<file path="src/rtl/leaf_router.sv">
// rtl/leaf_router.sv - first-hop NoC switch: 4 local NIs plus one uplink, buffered inputs,
// header routing, per-output round-robin arbitration and registered outputs.
module leaf_router #(
  parameter int MY_GROUP = 7,
  parameter int DATA_W   = 16,
  parameter int HEADER_W = 6,
  parameter int IN_DEPTH = 4,
  parameter int CNT_W    = 8
) (
  input  logic                clk,
  input  logic                reset,
  input  logic [4*DATA_W-1:0] loc_data_in,
  input  logic [3:0]          loc_valid_in,
  output logic [3:0]          loc_ready_out,
  output logic [4*DATA_W-1:0] loc_data_out,
  output logic [3:0]          loc_valid_out,
  input  logic [DATA_W-1:0]   up_data_in,
  input  logic                up_valid_in,
  output logic                up_ready_out,
  output logic [DATA_W-1:0]   up_data_out,
  output logic                up_valid_out,
  input  logic                up_ready_in,
  output logic [CNT_W-1:0]    drop_count,
  output logic [4:0]          overflow
);

  localparam int N_IN   = 5;
  localparam int UP     = 4;
  localparam int PTR_W  = (IN_DEPTH > 1) ? $clog2(IN_DEPTH) : 1;
  localparam int CNT_FW = $clog2(IN_DEPTH + 1);
  localparam int GRP_W  = HEADER_W - 2;
  localparam logic [GRP_W-1:0] GROUP = GRP_W'(MY_GROUP);

  logic [DATA_W-1:0]   mem [N_IN][IN_DEPTH];
  logic [PTR_W-1:0]    wr_ptr [N_IN];
  logic [PTR_W-1:0]    rd_ptr [N_IN];
  logic [CNT_FW-1:0]   count [N_IN];
  logic [DATA_W-1:0]   data_in [N_IN];
  logic [DATA_W-1:0]   head [N_IN];
  logic [HEADER_W-1:0] hdr [N_IN];
  logic [N_IN-1:0]     req [N_IN];
  logic [2:0]          gnt_idx [N_IN];
  logic [2:0]          rr_ptr [N_IN];
  logic [N_IN-1:0]     valid_in, ready, write_ok, ovf_hit, drop_head, pop, gnt_any;
  logic                up_free;
  logic [3:0]          drop_sum;
  logic [CNT_W+4:0]    drop_ext;

  function automatic logic [PTR_W-1:0] ptr_inc(input logic [PTR_W-1:0] p);
    return (int'(p) == IN_DEPTH - 1) ? '0 : p + 1'b1;
  endfunction

  function automatic logic [2:0] rr_add(input logic [2:0] p, input int k);
    int s;
    s = int'(p) + k;
    if (s >= N_IN) s = s - N_IN;
    return 3'(s);
  endfunction

  always_comb begin
    for (int i = 0; i < 4; i++) data_in[i] = loc_data_in[i*DATA_W +: DATA_W];
    data_in[UP] = up_data_in;
    valid_in    = {up_valid_in, loc_valid_in};
  end

  // Credit threshold leaves room for the flit already in flight on the one-cycle credit loop.
  always_comb begin
    ready    = '0;
    write_ok = '0;
    ovf_hit  = '0;
    for (int n = 0; n < N_IN; n++) begin
      ready[n]    = (int'(count[n]) + int'(valid_in[n])) <= IN_DEPTH - 2;
      write_ok[n] = valid_in[n] && (int'(count[n]) != IN_DEPTH);
      ovf_hit[n]  = valid_in[n] && (int'(count[n]) == IN_DEPTH);
      head[n]     = mem[n][rd_ptr[n]];
      hdr[n]      = head[n][DATA_W-1 -: HEADER_W];
    end
  end

  assign loc_ready_out = ready[3:0];
  assign up_ready_out  = ready[UP];

  always_comb begin
    drop_head = '0;
    for (int o = 0; o < N_IN; o++) req[o] = '0;
    for (int n = 0; n < N_IN; n++) begin
      if (count[n] != '0) begin
        if (hdr[n] == '0) drop_head[n] = 1'b1;
        else if (hdr[n][HEADER_W-1:2] == GROUP) req[int'(hdr[n][1:0])][n] = 1'b1;
        else if (n == UP) drop_head[n] = 1'b1;
        else req[UP][n] = 1'b1;
      end
    end
  end

  assign up_free = !up_valid_out || up_ready_in;

  always_comb begin
    gnt_any = '0;
    pop     = drop_head;
    for (int o = 0; o < N_IN; o++) begin
      gnt_idx[o] = '0;
      if (o != UP || up_free) begin
        for (int k = 0; k < N_IN; k++) begin
          if (!gnt_any[o] && req[o][rr_add(rr_ptr[o], k)]) begin
            gnt_any[o] = 1'b1;
            gnt_idx[o] = rr_add(rr_ptr[o], k);
          end
        end
      end
      if (gnt_any[o]) pop[gnt_idx[o]] = 1'b1;
    end
  end

  always_comb begin
    drop_sum = '0;
    for (int n = 0; n < N_IN; n++)
      drop_sum = drop_sum + {3'b000, ovf_hit[n]} + {3'b000, drop_head[n]};
    drop_ext = (CNT_W+5)'(drop_count) + (CNT_W+5)'(drop_sum);
  end

  always_ff @(posedge clk) begin
    for (int n = 0; n < N_IN; n++)
      if (write_ok[n]) mem[n][wr_ptr[n]] <= data_in[n];
  end

  always_ff @(posedge clk or negedge reset) begin
    if (!reset) begin
      for (int n = 0; n < N_IN; n++) begin
        wr_ptr[n] <= '0;
        rd_ptr[n] <= '0;
        count[n]  <= '0;
        rr_ptr[n] <= '0;
      end
      overflow   <= '0;
      drop_count <= '0;
    end else begin
      for (int n = 0; n < N_IN; n++) begin
        if (write_ok[n]) wr_ptr[n] <= ptr_inc(wr_ptr[n]);
        if (pop[n]) rd_ptr[n] <= ptr_inc(rd_ptr[n]);
        count[n] <= count[n] + CNT_FW'(write_ok[n]) - CNT_FW'(pop[n]);
        if (gnt_any[n]) rr_ptr[n] <= rr_add(gnt_idx[n], 1);
      end
      overflow <= overflow | ovf_hit;
      if (drop_ext > (CNT_W+5)'({CNT_W{1'b1}})) drop_count <= {CNT_W{1'b1}};
      else drop_count <= drop_ext[CNT_W-1:0];
    end
  end

  // Local outputs pulse for one cycle; the uplink register holds until the group router accepts.
  always_ff @(posedge clk or negedge reset) begin
    if (!reset) begin
      loc_data_out  <= '0;
      loc_valid_out <= '0;
      up_data_out   <= '0;
      up_valid_out  <= 1'b0;
    end else begin
      for (int i = 0; i < 4; i++) begin
        loc_valid_out[i] <= gnt_any[i];
        if (gnt_any[i]) loc_data_out[i*DATA_W +: DATA_W] <= head[gnt_idx[i]];
      end
      if (gnt_any[UP]) begin
        up_data_out  <= head[gnt_idx[UP]];
        up_valid_out <= 1'b1;
      end else if (up_ready_in) begin
        up_valid_out <= 1'b0;
      end
    end
  end

endmodule
</file>
<file path="config.mk">
export PLATFORM = sky130hd
export DESIGN_NAME = leaf_router
export DESIGN_NICKNAME = d
export VERILOG_FILES = /design/src/rtl/leaf_router.sv
export SDC_FILE = /design/constraint.sdc
export NUM_CORES = 1
export LEC_CHECK = 0
export CORE_MARGIN = 2
export CORE_UTILIZATION = 50
export DETAILED_ROUTE_END_ITERATION = 10
export MAX_ROUTING_LAYER = met4
export PLACE_DENSITY = 0.7
export SYNTH_ARGS = -nofsm -noshare
export SYNTH_HDL_FRONTEND = slang
export SYNTH_SLANG_ARGS = --single-unit
export TNS_END_PERCENT = 50
</file>
<file path="constraint.sdc">
create_clock -name clk -period 7 [get_ports clk]
set_clock_uncertainty 0.2 [all_clocks]
set_input_delay 1.4 -clock clk [delete_from_list [all_inputs] [get_ports clk]]
set_output_delay 1.4 -clock clk [all_outputs]
set_load 0.01 [all_outputs]
</file>
==> results.sh, run 1 <==
export IMPL_status="completed"
export IMPL_clkTransAtPathRegs_ns=0.06
export IMPL_cp_required_ns=7.27
export IMPL_holdCritPathClass="flop to flop"
export IMPL_overflow=0
export IMPL_initial_core_util_pct=50.5
export IMPL_critPathLaunchType="flop"
export IMPL_grt_total_usage_pct=28.6
export IMPL_drcViolationCount=0
export IMPL_hold_viol=0
export IMPL_path_max_fanout=21
export IMPL_htreeDepth=2
export IMPL_netlist_area_mm2=0.0258
export IMPL_period_share_pct=90.6
export IMPL_min_period_ns=6.34
export IMPL_synth_seq_cells=468
export IMPL_post_dp_hpwl_mm=55.1
export IMPL_port_buffers=190
export IMPL_synth_nets=2294
export IMPL_synthFlopType="edfxtp_1"
export IMPL_area_growth_pct=16.3
export IMPL_drt_met1_wl_mm=30.0
export IMPL_wire_per_inst_um=24.8
export IMPL_finalMaxSlewViolations=0
export IMPL_synth_edf_count=320
export IMPL_pin_count=191
export IMPL_endpoint="count[11]"
export IMPL_die_x_um=231
export IMPL_die_area_mm2=0.0535
export IMPL_async_reset_ff_share_pct=31.6
export IMPL_postCtsSetupRepairBufs=0
export IMPL_synth_cell_types=107
export IMPL_startpoint="rr_ptr[6]"
export IMPL_cts_tree="built"
export IMPL_fin_tns_setup_ns=0
export IMPL_highest_layer="met4"
export IMPL_clock_latency_ns=0.59
export IMPL_cap_viol_max_count=0
export IMPL_fmax_mhz=158
export IMPL_grt_pass1_vias=18900
export IMPL_hold_worst_slack_ns=0.259
export IMPL_rr_endpoint="count[11]"
export IMPL_num_vias=18800
export IMPL_slowest_delay_ns=0.78
export IMPL_r2r_start="rr_ptr[6]"
export IMPL_root_buffer="clkbuf_16"
export IMPL_wl_mm=73.9
export IMPL_grt_max_degree=102
export IMPL_cp_arrival_ns=6.61
export IMPL_ys_seq_area_share_pct=51.5
export IMPL_post_drt_via_cell_ratio=6.32
export IMPL_drtIter0Drc=2080
export IMPL_utilization_pct=58.7
export IMPL_clock_sinks=468
export IMPL_first_pass_iters=6
export IMPL_avgSynthCellArea_um2=12.4
export IMPL_grt_antenna_before_repair=1
export IMPL_slew_limit_headroom_pct=17.0
export IMPL_cts_root_to_sink_buffers=3
export IMPL_ant_nets=0
export IMPL_r2r_worst_path_cells=22
export IMPL_synth_largest_area_cell="edfxtp_1"
export IMPL_die_y_um=231
export IMPL_grt_first_pass_wirelength_mm=113
export IMPL_drive_gt1_share_pct=12.4
export IMPL_synth_area_leaders="edfxtp_1 37%, dfrtp_1 14%, mux4_2 6.5%"
export IMPL_rrSetupSlack_ns=0.66
export IMPL_end_kind="flop"
export IMPL_cts_resized_gates=0
export IMPL_met3_length_mm=5.27
export IMPL_wl_met2_mm=35.5
export IMPL_nFillCells=4080
export IMPL_synth_top_area_share_pct=37.2
export IMPL_setup_viol_count_final=0
export IMPL_core_mm2=0.0512
export IMPL_rsz0062_at_grt="no"
export IMPL_worst_path_max_delay_cell="dfrtp_1"
export IMPL_postCtsHoldBufs=0
export IMPL_yosys_warnings=0
export IMPL_cts_made_buffers=49
export IMPL_gp_congestion=1.02
export IMPL_synthCells=2084
export IMPL_tightest_slew_ns=1.24
export IMPL_rows=83
export IMPL_critPathKind="flop to flop"
export IMPL_worstPathCellList="clkinv_1 > ha_1 > inv_1 > fa_1 > nand2b_1 > o21a_1 > o21ai_0 > or4_1 > o211a_1 > a211o_1 > a22oi_1 > a31oi_1 > a31oi_2 > inv_2 > nand2_1 > o211a_2 > inv_1 > ha_1 > inv_1 > ha_1 > fa_1 > xnor2_1"
export IMPL_fin_nets=2469
[registers in the layout, indices dropped and copies added, names as in the netlist, 4 cells and up]
signal,count
mem,320
loc_data_out,64
up_data_out,16
count,15
rr_ptr,15
rd_ptr,10
wr_ptr,10
drop_count,8
overflow,5
loc_valid_out,4
[per-layer routing]
| metal | GRT usage (%) | vias up |
|---|---|---|
| li1 | - | 8471 |
| met1 | 36.6 | 9328 |
| met2 | 45.1 | 846 |
| met3 | 5.07 | 187 |
| met4 | 12.0 | 0 |
| met5 | - | - |
[worst min-delay path by stage]
stage,startpoint,end,cells past startpoint
final,loc_data_out[26],loc_data_out[26],1
after global routing,loc_data_out[61],loc_data_out[61],1
after CTS,loc_data_out[62],loc_data_out[62],1
after detailed placement,loc_data_out[62],loc_data_out[62],1
after global placement,loc_data_out[30],loc_data_out[30],1
after floorplan,loc_data_out[12],loc_data_out[12],1
[metrics by stage]
stage               cells  area (um^2)  worst slack (ns)
global route         2979        30100             0.270
global placement     2888        28500             0.918
floorplan            2084        25800              1.84
detailed placement   2888        28500             0.740
finish               2979        30100             0.659
CTS                  2978        30100             0.685
[cells in the final DEF, fill, tap and decap left out, types with 30 or more instances in the layout]
master	Yosys	routed
edfxtp_1	320	320
clkdlybuf4s50_1	0	189
dfrtp_1	148	148
nand2_1	108	108
ha_1	105	105
inv_1	103	103
o21ai_0	91	91
nor2_1	90	90
mux4_2	75	75
mux2i_1	74	74
a21oi_1	67	67
and3_1	52	52
clkbuf_16	0	49
buf_4	4	43
nor3_1	39	39
nand2b_1	38	38
mux2_2	32	32
nand3_1	31	31
xnor2_1	30	30
[cell type report]
cell class	count	area, um^2	area share [%]
antenna	1	2.50	0.00833
timing repair buffer	233	2230	7.41
tap	680	851	2.83
clock inverter	28	293	0.974
clock buffer	62	1290	4.31
multi-input combinational	1399	11700	38.8
inverter	108	405	1.35
sequential	468	13300	44.3
[worst max-delay path: cells and delay by family (launching register included)]
kind                     cells  cell delay, ns
AO/OA/AOI/OAI                8            1.77
XOR/XNOR                     1            0.13
adder cells (fa/ha/maj)      5            1.50
buffers and inverters        5            0.87
flip-flops                   1            0.78
AND/OR/NAND/NOR              3            0.97
[synth_stat cells (20+ instances only)]
master      n
nand2_1   108
clkbuf_1   69
nor3_1     39
nor2_1     90
and2_1     24
xnor2_1    30
o21ai_0    91
mux4_2     75
nand2b_1   38
a221oi_1   22
mux2i_1    74
a311oi_1   25
a21oi_1    67
o22ai_1    27
ha_1      105
inv_1     103
o31ai_1    22
edfxtp_1  320
a211oi_1   26
nor3b_1    20
mux2_2     32
buf_2      22
a21o_1     27
dfrtp_1   148
and3_1     52
nand3_1    31
[cells by family after synthesis]
family | Yosys count | share of synthesized area (%)
xor+xnor | 40 | 1.36
buf+inv | 217 | 3.46
flops | 468 | 51.5
simple gates | 538 | 11.4
fa+ha+maj | 122 | 6.40
mux | 190 | 11.2
compound gates | 509 | 14.6
Power of run 1 is not shown: default switching activity piles up to over one toggle a cycle in this logic, so the estimate is an artifact.
==> run 2: changes to the inputs <==
CTS_CLUSTER_SIZE = 25   (was default)
==> results of run 2 <==
Final layout, timing and power as in run 1 (identical DEF).
Power of run 2 is left out for the same reason.
